--- config.mk ---
export PLATFORM = sky130hd
export DESIGN_NAME = mskaes_128bits_ks_ctrl
export DESIGN_NICKNAME = d
export VERILOG_FILES = /design/src/rtl/mskaes_128bits_ks_ctrl.sv
export SDC_FILE = /design/constraint.sdc
export NUM_CORES = 1
export LEC_CHECK = 0
export CORE_AREA = 5 5 405 407
export CTS_BUF_LIST = sky130_fd_sc_hd__clkbuf_4 sky130_fd_sc_hd__clkbuf_8
export CTS_CLUSTER_SIZE = 30
export DETAILED_ROUTE_END_ITERATION = 8
export DIE_AREA = 0 0 410 412
export PLACE_DENSITY = 0.3
export SLEW_MARGIN = 10
export SYNTH_ARGS = -nofsm -noshare
export SYNTH_HDL_FRONTEND = slang
export SYNTH_SLANG_ARGS = --single-unit
--- constraint.sdc ---
create_clock -name clk -period 1.85 [get_ports clk]
set_input_delay 0.37 -clock clk [delete_from_list [all_inputs] [get_ports clk]]
set_output_delay 0.37 -clock clk [all_outputs]
set_load 0.01 [all_outputs]
--- src/rtl/mskaes_128bits_ks_ctrl.sv ---
// Key-state holder and round sequencer for the masked AES-128 key schedule.
// Key paths are share-wise registers and muxes only; shares are never recombined.
module mskaes_128bits_ks_ctrl #(
  parameter int d        = 2,
  parameter int SBOX_LAT = 4,
  parameter int NROUNDS  = 10
) (
  input  logic                 clk,
  input  logic                 nrst,
  input  logic [128*d-1:0]     sh_key_in,
  input  logic                 key_valid,
  output logic                 key_ready,
  output logic [128*d-1:0]     sh_ks_key,
  input  logic [128*d-1:0]     sh_ks_next,
  output logic                 ks_data_valid,
  output logic                 ks_rcon_update,
  output logic                 ks_rcon_rst,
  output logic                 ks_active,
  output logic [128*d-1:0]     sh_round_key,
  output logic                 rk_valid,
  input  logic                 rk_ready,
  output logic [3:0]           rk_index,
  output logic                 rk_last
);

  localparam int CW = (SBOX_LAT > 1) ? $clog2(SBOX_LAT) : 1;

  typedef enum logic [1:0] {
    IDLE  = 2'd0,
    EMIT  = 2'd1,
    ISSUE = 2'd2,
    WAIT  = 2'd3
  } state_t;

  state_t             state_reg;
  logic [128*d-1:0]   key_reg;
  logic [3:0]         round_reg;
  logic [CW-1:0]      cnt_reg;
  logic               key_ready_reg;
  logic               rk_valid_reg;
  logic               rk_last_reg;
  logic               ks_data_valid_reg;
  logic               ks_rcon_update_reg;
  logic               ks_active_reg;

  always_ff @(posedge clk) begin
    if (!nrst) begin
      state_reg          <= IDLE;
      key_reg            <= '0;
      round_reg          <= 4'd0;
      cnt_reg            <= '0;
      key_ready_reg      <= 1'b1;
      rk_valid_reg       <= 1'b0;
      rk_last_reg        <= 1'b0;
      ks_data_valid_reg  <= 1'b0;
      ks_rcon_update_reg <= 1'b0;
      ks_active_reg      <= 1'b0;
    end else begin
      unique case (state_reg)
        IDLE: begin
          if (key_valid) begin
            key_reg       <= sh_key_in;
            round_reg     <= 4'd0;
            key_ready_reg <= 1'b0;
            rk_valid_reg  <= 1'b1;
            rk_last_reg   <= (NROUNDS == 0);
            state_reg     <= EMIT;
          end
        end
        EMIT: begin
          if (rk_ready) begin
            rk_valid_reg <= 1'b0;
            rk_last_reg  <= 1'b0;
            if (round_reg == 4'(NROUNDS)) begin
              key_ready_reg <= 1'b1;
              state_reg     <= IDLE;
            end else begin
              ks_data_valid_reg <= 1'b1;
              ks_active_reg     <= 1'b1;
              state_reg         <= ISSUE;
            end
          end
        end
        ISSUE: begin
          ks_data_valid_reg  <= 1'b0;
          cnt_reg            <= CW'(SBOX_LAT - 1);
          // The rcon update pulse must line up with the capture cycle.
          ks_rcon_update_reg <= (SBOX_LAT == 1);
          state_reg          <= WAIT;
        end
        WAIT: begin
          if (cnt_reg == '0) begin
            key_reg            <= sh_ks_next;
            round_reg          <= (round_reg == 4'(NROUNDS)) ? round_reg : round_reg + 4'd1;
            rk_last_reg        <= (round_reg + 4'd1 == 4'(NROUNDS));
            rk_valid_reg       <= 1'b1;
            ks_rcon_update_reg <= 1'b0;
            ks_active_reg      <= 1'b0;
            state_reg          <= EMIT;
          end else begin
            cnt_reg            <= cnt_reg - CW'(1);
            ks_rcon_update_reg <= (cnt_reg == CW'(1));
          end
        end
        default: state_reg <= IDLE;
      endcase
    end
  end

  // rcon must restart during reset and on the load edge so it reads 0x01 for round 1.
  assign ks_rcon_rst    = !nrst || (key_ready_reg && key_valid);

  assign key_ready      = key_ready_reg;
  assign sh_ks_key      = key_reg;
  assign sh_round_key   = key_reg;
  assign ks_data_valid  = ks_data_valid_reg;
  assign ks_rcon_update = ks_rcon_update_reg;
  assign ks_active      = ks_active_reg;
  assign rk_valid       = rk_valid_reg;
  assign rk_index       = round_reg;
  assign rk_last        = rk_last_reg;

endmodule

* Word-level counts from Yosys, hierarchy flattened
Cells that the tools add are included.
Word-level totals: bits in registers 270, bits in latches 0, RAM bits 0, bits in read-only memories 0, bits of input ports 516, output and inout port bits 523, word-level logic and storage cells 75, memories kept 0
Operators by class: add/sub/neg operators 2, multipliers 0, div/mod/pow operators 0, order comparisons 0, equal/unequal tests 13, shift-type cells 0, mux-type cells 31, bitwise operators 0, reductions and logical operators 19
Operator list (count):
- $mux 256 | 2
- $pmux 256 s2 | 1
- $reduce_and 4->1 | 4
- $ne 2x2->1 const B | 7
- $mux 4 | 3
- $mux 1 | 11
- $mux 2 | 5
- $reduce_bool 2->1 | 5
- $reduce_and 3->1 | 3
- $eq 4x4->1 const B | 2
- $pmux 1 s2 | 4
- $pmux 2 s4 | 1
- $pmux 4 s2 | 1
- $pmux 1 s3 | 2
- $add 4x1->4 const B | 1
- $eq 2x1->1 const B | 2
- $eq 2x2->1 const B | 2
- $logic_not 2->1 | 2
- $pmux 2 s2 | 1
- $reduce_bool 3->1 | 1
- $reduce_and 2->1 | 1
- $sub 2x1->2 const B | 1
- $logic_and 1x1->1 | 1
- $logic_not 1->1 | 1
- $logic_or 1x1->1 | 1

* Longest topological paths before layout
Gate-level depths: netlist (run 1).
depth after elaboration 4, depth in mapped cells 9, gate-level depth less buffers 6

* Least setup slack after synthesis (run 1)
OpenSTA, ideal clock, no wires.
path kind register -> register, from reg state_reg[0], to reg key_reg[187], in the netlist sh_ks_key[187], setup time 0.116 ns, arrival 1.516 ns, required time 1.734 ns, path slack 0.218 ns, cell stages (with the launch flop) 9, buffers on the path 2, clock period less this slack 1.632 ns, cell sequence dfxtp_1 > inv_1 > ha_1 > nand2b_1 > o211a_1 > buf_6 > clkbuf_1 > nand2_1 > o211a_1
On the way: longest elaborated chain between the ends 3, elaborated cells on any way between the ends 7, those cells by class eq/ne (3); mux (1); reduce/logical (3)
Ends and longest elaborated chain:
- start, declared | RTL line 35 | state_t state_reg;
- start signal, assigned | RTL line 48 | state_reg <= IDLE;
- start signal, assigned | RTL line 67 | state_reg <= EMIT;
- start signal, assigned | RTL line 76 | state_reg <= IDLE;
- $eq 2x2->1 / $logic_not 2->1 (equally long branches) | RTL line 59 | unique case (state_reg)
- $ne 2x2->1 (no source line) / $reduce_bool 2->1 (equally long branches)
- $reduce_and 3->1 (no source line)
- end signal, assigned | RTL line 62 | key_reg <= sh_key_in;
- end signal, assigned | RTL line 93 | key_reg <= sh_ks_next;
- end, declared | RTL line 36 | logic [128*d-1:0] key_reg;
Several ways; a longest one is shown, not always the timed one. A chain may end at the register's enable or synchronous reset.

* Worst setup path after layout (run 1)
from reg state_reg[1], to reg key_reg[33], in the netlist sh_ks_key[33]
Same word-level chain as after synthesis.

==> impl_metrics.yaml, run 1 <==
timing:
  maximum_clock_rate_mhz: 507
  worst_clock_skew_ns: 0.0395
  setup_repair_after_global_routing_missed_its_margin: "true"
  finalHoldViolations: 0
  setup_viol_count_final: 200
  timing.max_slew.rel_slack_pct: 68.5
  layout_setup_ws_ns: -0.122
  period_minus_slack_ns: 1.97
  worst_pin_slew_ns: 0.472
  finalMaxSlewViolations: 0
  share_of_the_clock_period_used_by_the_worst_path_after_layout_pct: 107
detailed_routing:
  route.final.wire_length_um: 115000
  mean_routed_wirelength_per_cell_um: 25.4
  firstDrtPassIters: 5
  antenna_violating_nets_post_route: 0
  post-route-drc-count: 0
  route.detailed.vias_per_inst: 3.23
  dr_total_vias: 14700
  dr.first_iter.drc_count: 611
global_route:
  antenna_found_initial: 30
  grt_first_pass_wirelength_um: 144000
  pin_count_of_the_biggest_net_entering_global_routing: 54
  grt_util_all_layers_pct: 12.6
  grt_pass1_vias: 15200
  gr-total-overflow: 0
clock_tree:
  ctsRootBufferMaster: "clkbuf_8"
  cts.htree.levels: 2
  clock-sinks: 270
  clk_transition_reported_paths_ns: 0.06
  cts.hold.buffers_added: 0
  max-clock-path-buffers: 3
  cts_buffers: 58
  tritoncts: "built"
  worstSkewPairLatency_ns: 0.72
synthesis:
  async_flop_share_pct: 0
  netlist_top_cells_count: "buf_4, dfxtp_1, nand2_1"
  mean_cell_area_of_the_mapped_netlist_um2: 9.77
  synthDistinctLibCells: 35
  post_synth_main_area_contributors: "dfxtp_1, mux2i_1, o211a_1, buf_4, nand2_1"
  yosysWarningCount: 0
  proportion_of_synthesized_chip_area_in_sequential_cells_pct: 37.1
  syn_inst: 1493
  combinational_family_with_the_most_area_after_synthesis: "compound AO/OA/AOI/OAI gates"
  synth-compound-area-share_pct: 18.7
  post-synth-top-area-cell: "dfxtp_1"
  synth.ff_latch_count: 270
  synth-xor-area-share_pct: 0.0601
  ys.flop_type: "dfxtp_1"
  synth_simple_gate_area_share_pct: 7.90
  synthesis.nets: 2018
  synth_fa_ha_area_share_pct: 0.772
  area_of_the_mapped_netlist_um2: 14600
  post-synth-top-area-fraction_pct: 37.1
  synth.area.mux_share_pct: 17.6
  synthMostInstantiatedCell: "buf_4"
  number_of_flops_mapped_to_enable_cells_by_yosys: 0
floorplanning:
  die_w_um: 410
  starting_density_of_the_core_pct: 9.12
  core.rowCount: 147
  io-pin-count: 1039
  die_area_um2: 169000
  fp.dieH_um: 412
  floorplan.core_area_um2: 160000
placement:
  post_dp_cell_area_um2: 26100
  number_of_port_buffers: 1038
  place_congestion: 0.785
  place_hpwl_um: 90600
hold_path:
  timing.hold.worst.class: "in2reg"
layout:
  flip_flop_count_of_the_largest_register_after_layout: 256
  area_growth_pct: 99.9
  stdcell_area_um2: 29100
  post-route-util_pct: 18.2
  final_nets: 2926
  layout-drive-gt1-share_pct: 32.4
  fill_cells: 17800
setup_path:
  crit_path_start_kind: "flop"
  category_of_the_worst_setup_path_capture_point: "flop"
  worst-endpoint-arrival_ns: 2.57
  worstSetupPathType: "reg2reg"
  setup.reg_to_reg.worst_slack_ns: -0.12
  critical_path_peak_fanout: 8
  worst_ep_required_time_ns: 2.44
status:
  failed_checks: "setup timing"
  outcome: "finished, violations left"
power_and_ir_drop:
  leakagePower_nw: 13.2
  power_per_cell_area_nw_per_um2: 938
  ir_worst_vdd_uv: 441
  total_power_mw: 27.3
run:
  cap_viol_max_count: 0
## layer usage
| layer | GRT usage [%] | wire (um) | vias up |
|---|---|---|---|
| li1 | - | - | 6905 |
| met1 | 14.4 | 46000 | 7076 |
| met2 | 22.1 | 57100 | 579 |
| met3 | 4.74 | 9730 | 118 |
| met4 | 2.96 | 2520 | 20 |
| met5 | 0 | 115 | - |
## worst paths after layout
check                                endpoint                 startpoint  cells after the start
setup / recovery   sh_ks_key[33]$_SDFFE_PN0P_  state_reg[1]$_SDFFE_PN0P_                      9
hold / removal    sh_ks_key[175]$_SDFFE_PN0P_                       nrst                      3
setup reg to reg   sh_ks_key[33]$_SDFFE_PN0P_  state_reg[1]$_SDFFE_PN0P_                      9
hold reg to reg          rk_last$_SDFFE_PN0P_       rk_last$_SDFFE_PN0P_                      2
## through the flow
| stage | setup TNS (ns) | cells | setup slack, ns | hold WS, ns |
|---|---|---|---|---|
| 3_5_place_dp | -81.44 | 4352 | -0.417 | 0.468 |
| 2_1_floorplan | 0 | 1493 | 0.218 | 0.456 |
| 4_1_cts | -12.42 | 4504 | -0.165 | 0.0599 |
| 6_report | -12.12 | 4545 | -0.122 | 0.154 |
| 5_1_grt | -26.36 | 4536 | -0.170 | 0.0875 |
| 3_3_place_gp | -71.84 | 4352 | -0.388 | 0.462 |
## power breakdown
part           leakage [nW]  internal [mW]  switching, mW
sequential             2.30           7.05           1.28
combinational          10.2           5.98           5.60
clock                 0.687           4.19           3.24
total                  13.2           17.2           10.1
## critical path, stage by stage (launching register included)
cell       delay (ns)
dfxtp_2          0.33
buf_6            0.11
ha_4             0.17
buf_12           0.13
o211a_4          0.27
buf_12           0.14
buf_12           0.14
buf_16           0.15
clkbuf_16        0.19
o211a_1          0.20
## placed cells by master, fill, tap and decap left out, types with 9 or more instances in the layout
cell type        count
clkdlybuf4s15_1    155
dfxtp_4             28
mux2i_4             10
diode_2             11
o211a_1            256
mux2i_1            234
nand2_2             36
buf_4              110
dfxtp_1            116
clkdlybuf4s15_2    118
mux2i_2             13
dfxtp_2            126
dlygate4sd2_1       90
clkdlybuf4s50_1    514
nand2_1            225
inv_1                9
buf_8               11
buf_2              105
clkbuf_4            24
buf_6               32
clkbuf_8            71
clkbuf_16           20
buf_12              29
buf_16              25
## final cells by class
type	count	area (um^2)	area share (%)
Multi-Input combinational cell	840	6910	23.7
Clock buffer	93	1140	3.92
Tap cell	2086	2610	8.95
Sequential cell	270	5670	19.4
Inverter	9	33.8	0.116
Antenna cell	11	27.5	0.0944
Clock inverter	14	141	0.485
Timing Repair Buffer	1222	12600	43.3
## logic make-up after synthesis
| group | Yosys count |
|---|---|
| buffers and inverters | 383 |
| adder cells (fa/ha/maj) | 9 |
| AO/OA/AOI/OAI | 282 |
| flip-flops | 270 |
| multiplexers | 257 |
| AND/OR/NAND/NOR | 291 |
| XOR/XNOR | 1 |
## timing repair
item                        CTS  global route
buffers inserted             28             9
cloned                       17            27
setup endpoints to repair   578           275
pin swaps                     1             5
gates resized for setup    1615           125
No activity file was read; power rests on OpenSTA's default activity.
==> run 2, diff against run 1 <==
--- a/config.mk
+++ b/config.mk
@@ -6,11 +6,12 @@
 export NUM_CORES = 1
 export LEC_CHECK = 0
 export CORE_AREA = 5 5 405 407
-export CTS_BUF_LIST = sky130_fd_sc_hd__clkbuf_4 sky130_fd_sc_hd__clkbuf_8
+export CTS_BUF_LIST = sky130_fd_sc_hd__clkbuf_8
 export CTS_CLUSTER_SIZE = 30
 export DETAILED_ROUTE_END_ITERATION = 8
 export DIE_AREA = 0 0 410 412
 export PLACE_DENSITY = 0.3
+export SKIP_CTS_REPAIR_TIMING = 1
 export SLEW_MARGIN = 10
 export SYNTH_ARGS = -nofsm -noshare
 export SYNTH_HDL_FRONTEND = slang
==> impl_metrics.yaml, run 2 (synthesis results as in run 1) <==
global_route:
  grt_pass1_vias: 14800
  grt_util_all_layers_pct: 11.8
  grt_first_pass_wirelength_um: 137000
  gr-total-overflow: 0
  antenna_found_initial: 32
  pin_count_of_the_biggest_net_entering_global_routing: 54
clock_tree:
  clk_transition_reported_paths_ns: 0.06
  cts_buffers: 58
  cts.htree.levels: 2
  ctsRootBufferMaster: "clkbuf_8"
  tritoncts: "built"
  max-clock-path-buffers: 3
  clock-sinks: 270
  worstSkewPairLatency_ns: 0.72
layout:
  layout-drive-gt1-share_pct: 20.8
  area_growth_pct: 105
  post-route-util_pct: 18.7
  most-common-layout-cells: "clkdlybuf4s50_1, dlymetal6s2s_1, o211a_1"
  flip_flop_count_of_the_largest_register_after_layout: 256
  most_common_cell_after_layout_fill_and_taps_aside: "clkdlybuf4s50_1"
  stdcell_area_um2: 29900
  final_nets: 2940
placement:
  place_hpwl_um: 90600
  post-place-ws_ns: -0.417
  post_dp_cell_area_um2: 26100
  number_of_port_buffers: 1038
  place_congestion: 0.785
timing:
  fin_hold_ws_ns: 0.165
  maximum_clock_rate_mhz: 505
  setup_repair_after_global_routing_missed_its_margin: "true"
  finalMaxSlewViolations: 0
  layout_setup_ws_ns: -0.129
  share_of_the_clock_period_used_by_the_worst_path_after_layout_pct: 107
  worst_pin_slew_ns: 0.468
  timing.max_slew.rel_slack_pct: 68.8
  finalHoldViolations: 0
  period_minus_slack_ns: 1.98
  worst_clock_skew_ns: 0.0360
  setup_viol_count_final: 157
hold_path:
  hold_depth: 3
  timing.hold.worst.class: "in2reg"
detailed_routing:
  route.detailed.vias_per_inst: 3.23
  route.final.wire_length_um: 115000
  dr.first_iter.drc_count: 642
  post-route-drc-count: 0
  antenna_violating_nets_post_route: 0
  mean_routed_wirelength_per_cell_um: 25.1
  dr_total_vias: 14700
  firstDrtPassIters: 5
power_and_ir_drop:
  total_power_mw: 26.6
  leakagePower_nw: 18.5
  power_per_cell_area_nw_per_um2: 890
  ir_worst_vdd_uv: 484
setup_path:
  crit_path_cell_trace: "buf_6 -> ha_4 -> buf_12 -> o211a_4 -> buf_12 -> clkbuf_16 -> buf_16 -> buf_6 -> o211a_1"
  setup.reg_to_reg.worst_slack_ns: -0.13
  crit_path_start_kind: "flop"
  timing.critical_path.buf_inv: 6
  timing.critical_path.slowest_cell_delay_ns: 0.33
  critical_path_cell_count: 9
  worst_ep_required_time_ns: 2.44
  r2r_worst_path_depth: 9
  category_of_the_worst_setup_path_capture_point: "flop"
  critical_path_peak_fanout: 7
  cpLargestDelayFamily: "buffers and inverters"
  worstSetupPathType: "reg2reg"
  worst_path_max_delay_cell: "dfxtp_2"
  worst-endpoint-arrival_ns: 2.57
floorplanning:
  starting_density_of_the_core_pct: 9.12
  floorplan.core_area_um2: 160000
  fp.dieH_um: 412
  core.rowCount: 147
  die_w_um: 410
  io-pin-count: 1039
  die_area_um2: 169000
status:
  outcome: "finished, violations left"
  failed_checks: "setup timing"
run:
  cap_viol_max_count: 0
[run 2: changes by cell type in the layout (fill, tap and decap cells not counted), sizes merged]
cell           change
clkbuf            +50
diode              +3
dlymetal6s2s     +412
clkdlybuf4s15    -273
inv               +22
bufbuf             -3
dlygate4sd2       -90
buf              -104
[run 2: area by class of cell]
type,instances,area [um^2]
Inverter,9,33.8
Clock buffer,71,977
Timing Repair Buffer,1236,13700
Tap cell,2086,2610
Multi-Input combinational cell,840,6820
Antenna cell,14,35.0
Clock inverter,36,224
Fill cell,17700,130000
Sequential cell,270,5520
[run 2: where the power goes]
group	internal, mW	total, mW	switching (mW)	leakage (nW)
clock	3.75	6.99	3.24	0.703
sequential	6.96	8.20	1.23	2.27
combinational	6.02	11.4	5.40	15.5
total	16.7	26.6	9.87	18.5
[run 2: worst reg2reg max path: stages (launching register included)]
cell	delay (ns)
dfxtp_2	0.33
buf_6	0.11
ha_4	0.16
buf_12	0.13
o211a_4	0.32
buf_12	0.18
clkbuf_16	0.20
buf_16	0.15
buf_6	0.11
o211a_1	0.19
[run 2: worst paths after layout]
kind                                                 from                     endpoint
worst min-delay path                                 nrst  sh_ks_key[175]$_SDFFE_PN0P_
worst max register to register  state_reg[1]$_SDFFE_PN0P_  sh_ks_key[225]$_SDFFE_PN0P_
worst max-delay path            state_reg[1]$_SDFFE_PN0P_  sh_ks_key[225]$_SDFFE_PN0P_
worst min register to register       rk_last$_SDFFE_PN0P_         rk_last$_SDFFE_PN0P_
[run 2: through the flow]
stage / cells / TNS [ns]
after global placement: 4352 / -71.84
after global routing: 4550 / -24.22
after detailed placement: 4352 / -81.44
after CTS: 4459 / -184.95
after floorplan: 1493 / 0
final: 4562 / -8.32
[run 2: layer usage]
layer | share of wire (%) | GRT usage (%)
met1 | 40 | 13.2
met3 | 8.1 | 4.77
met2 | 49 | 20.8
met4 | 2.4 | 3.25
met5 | 0.086 | 0
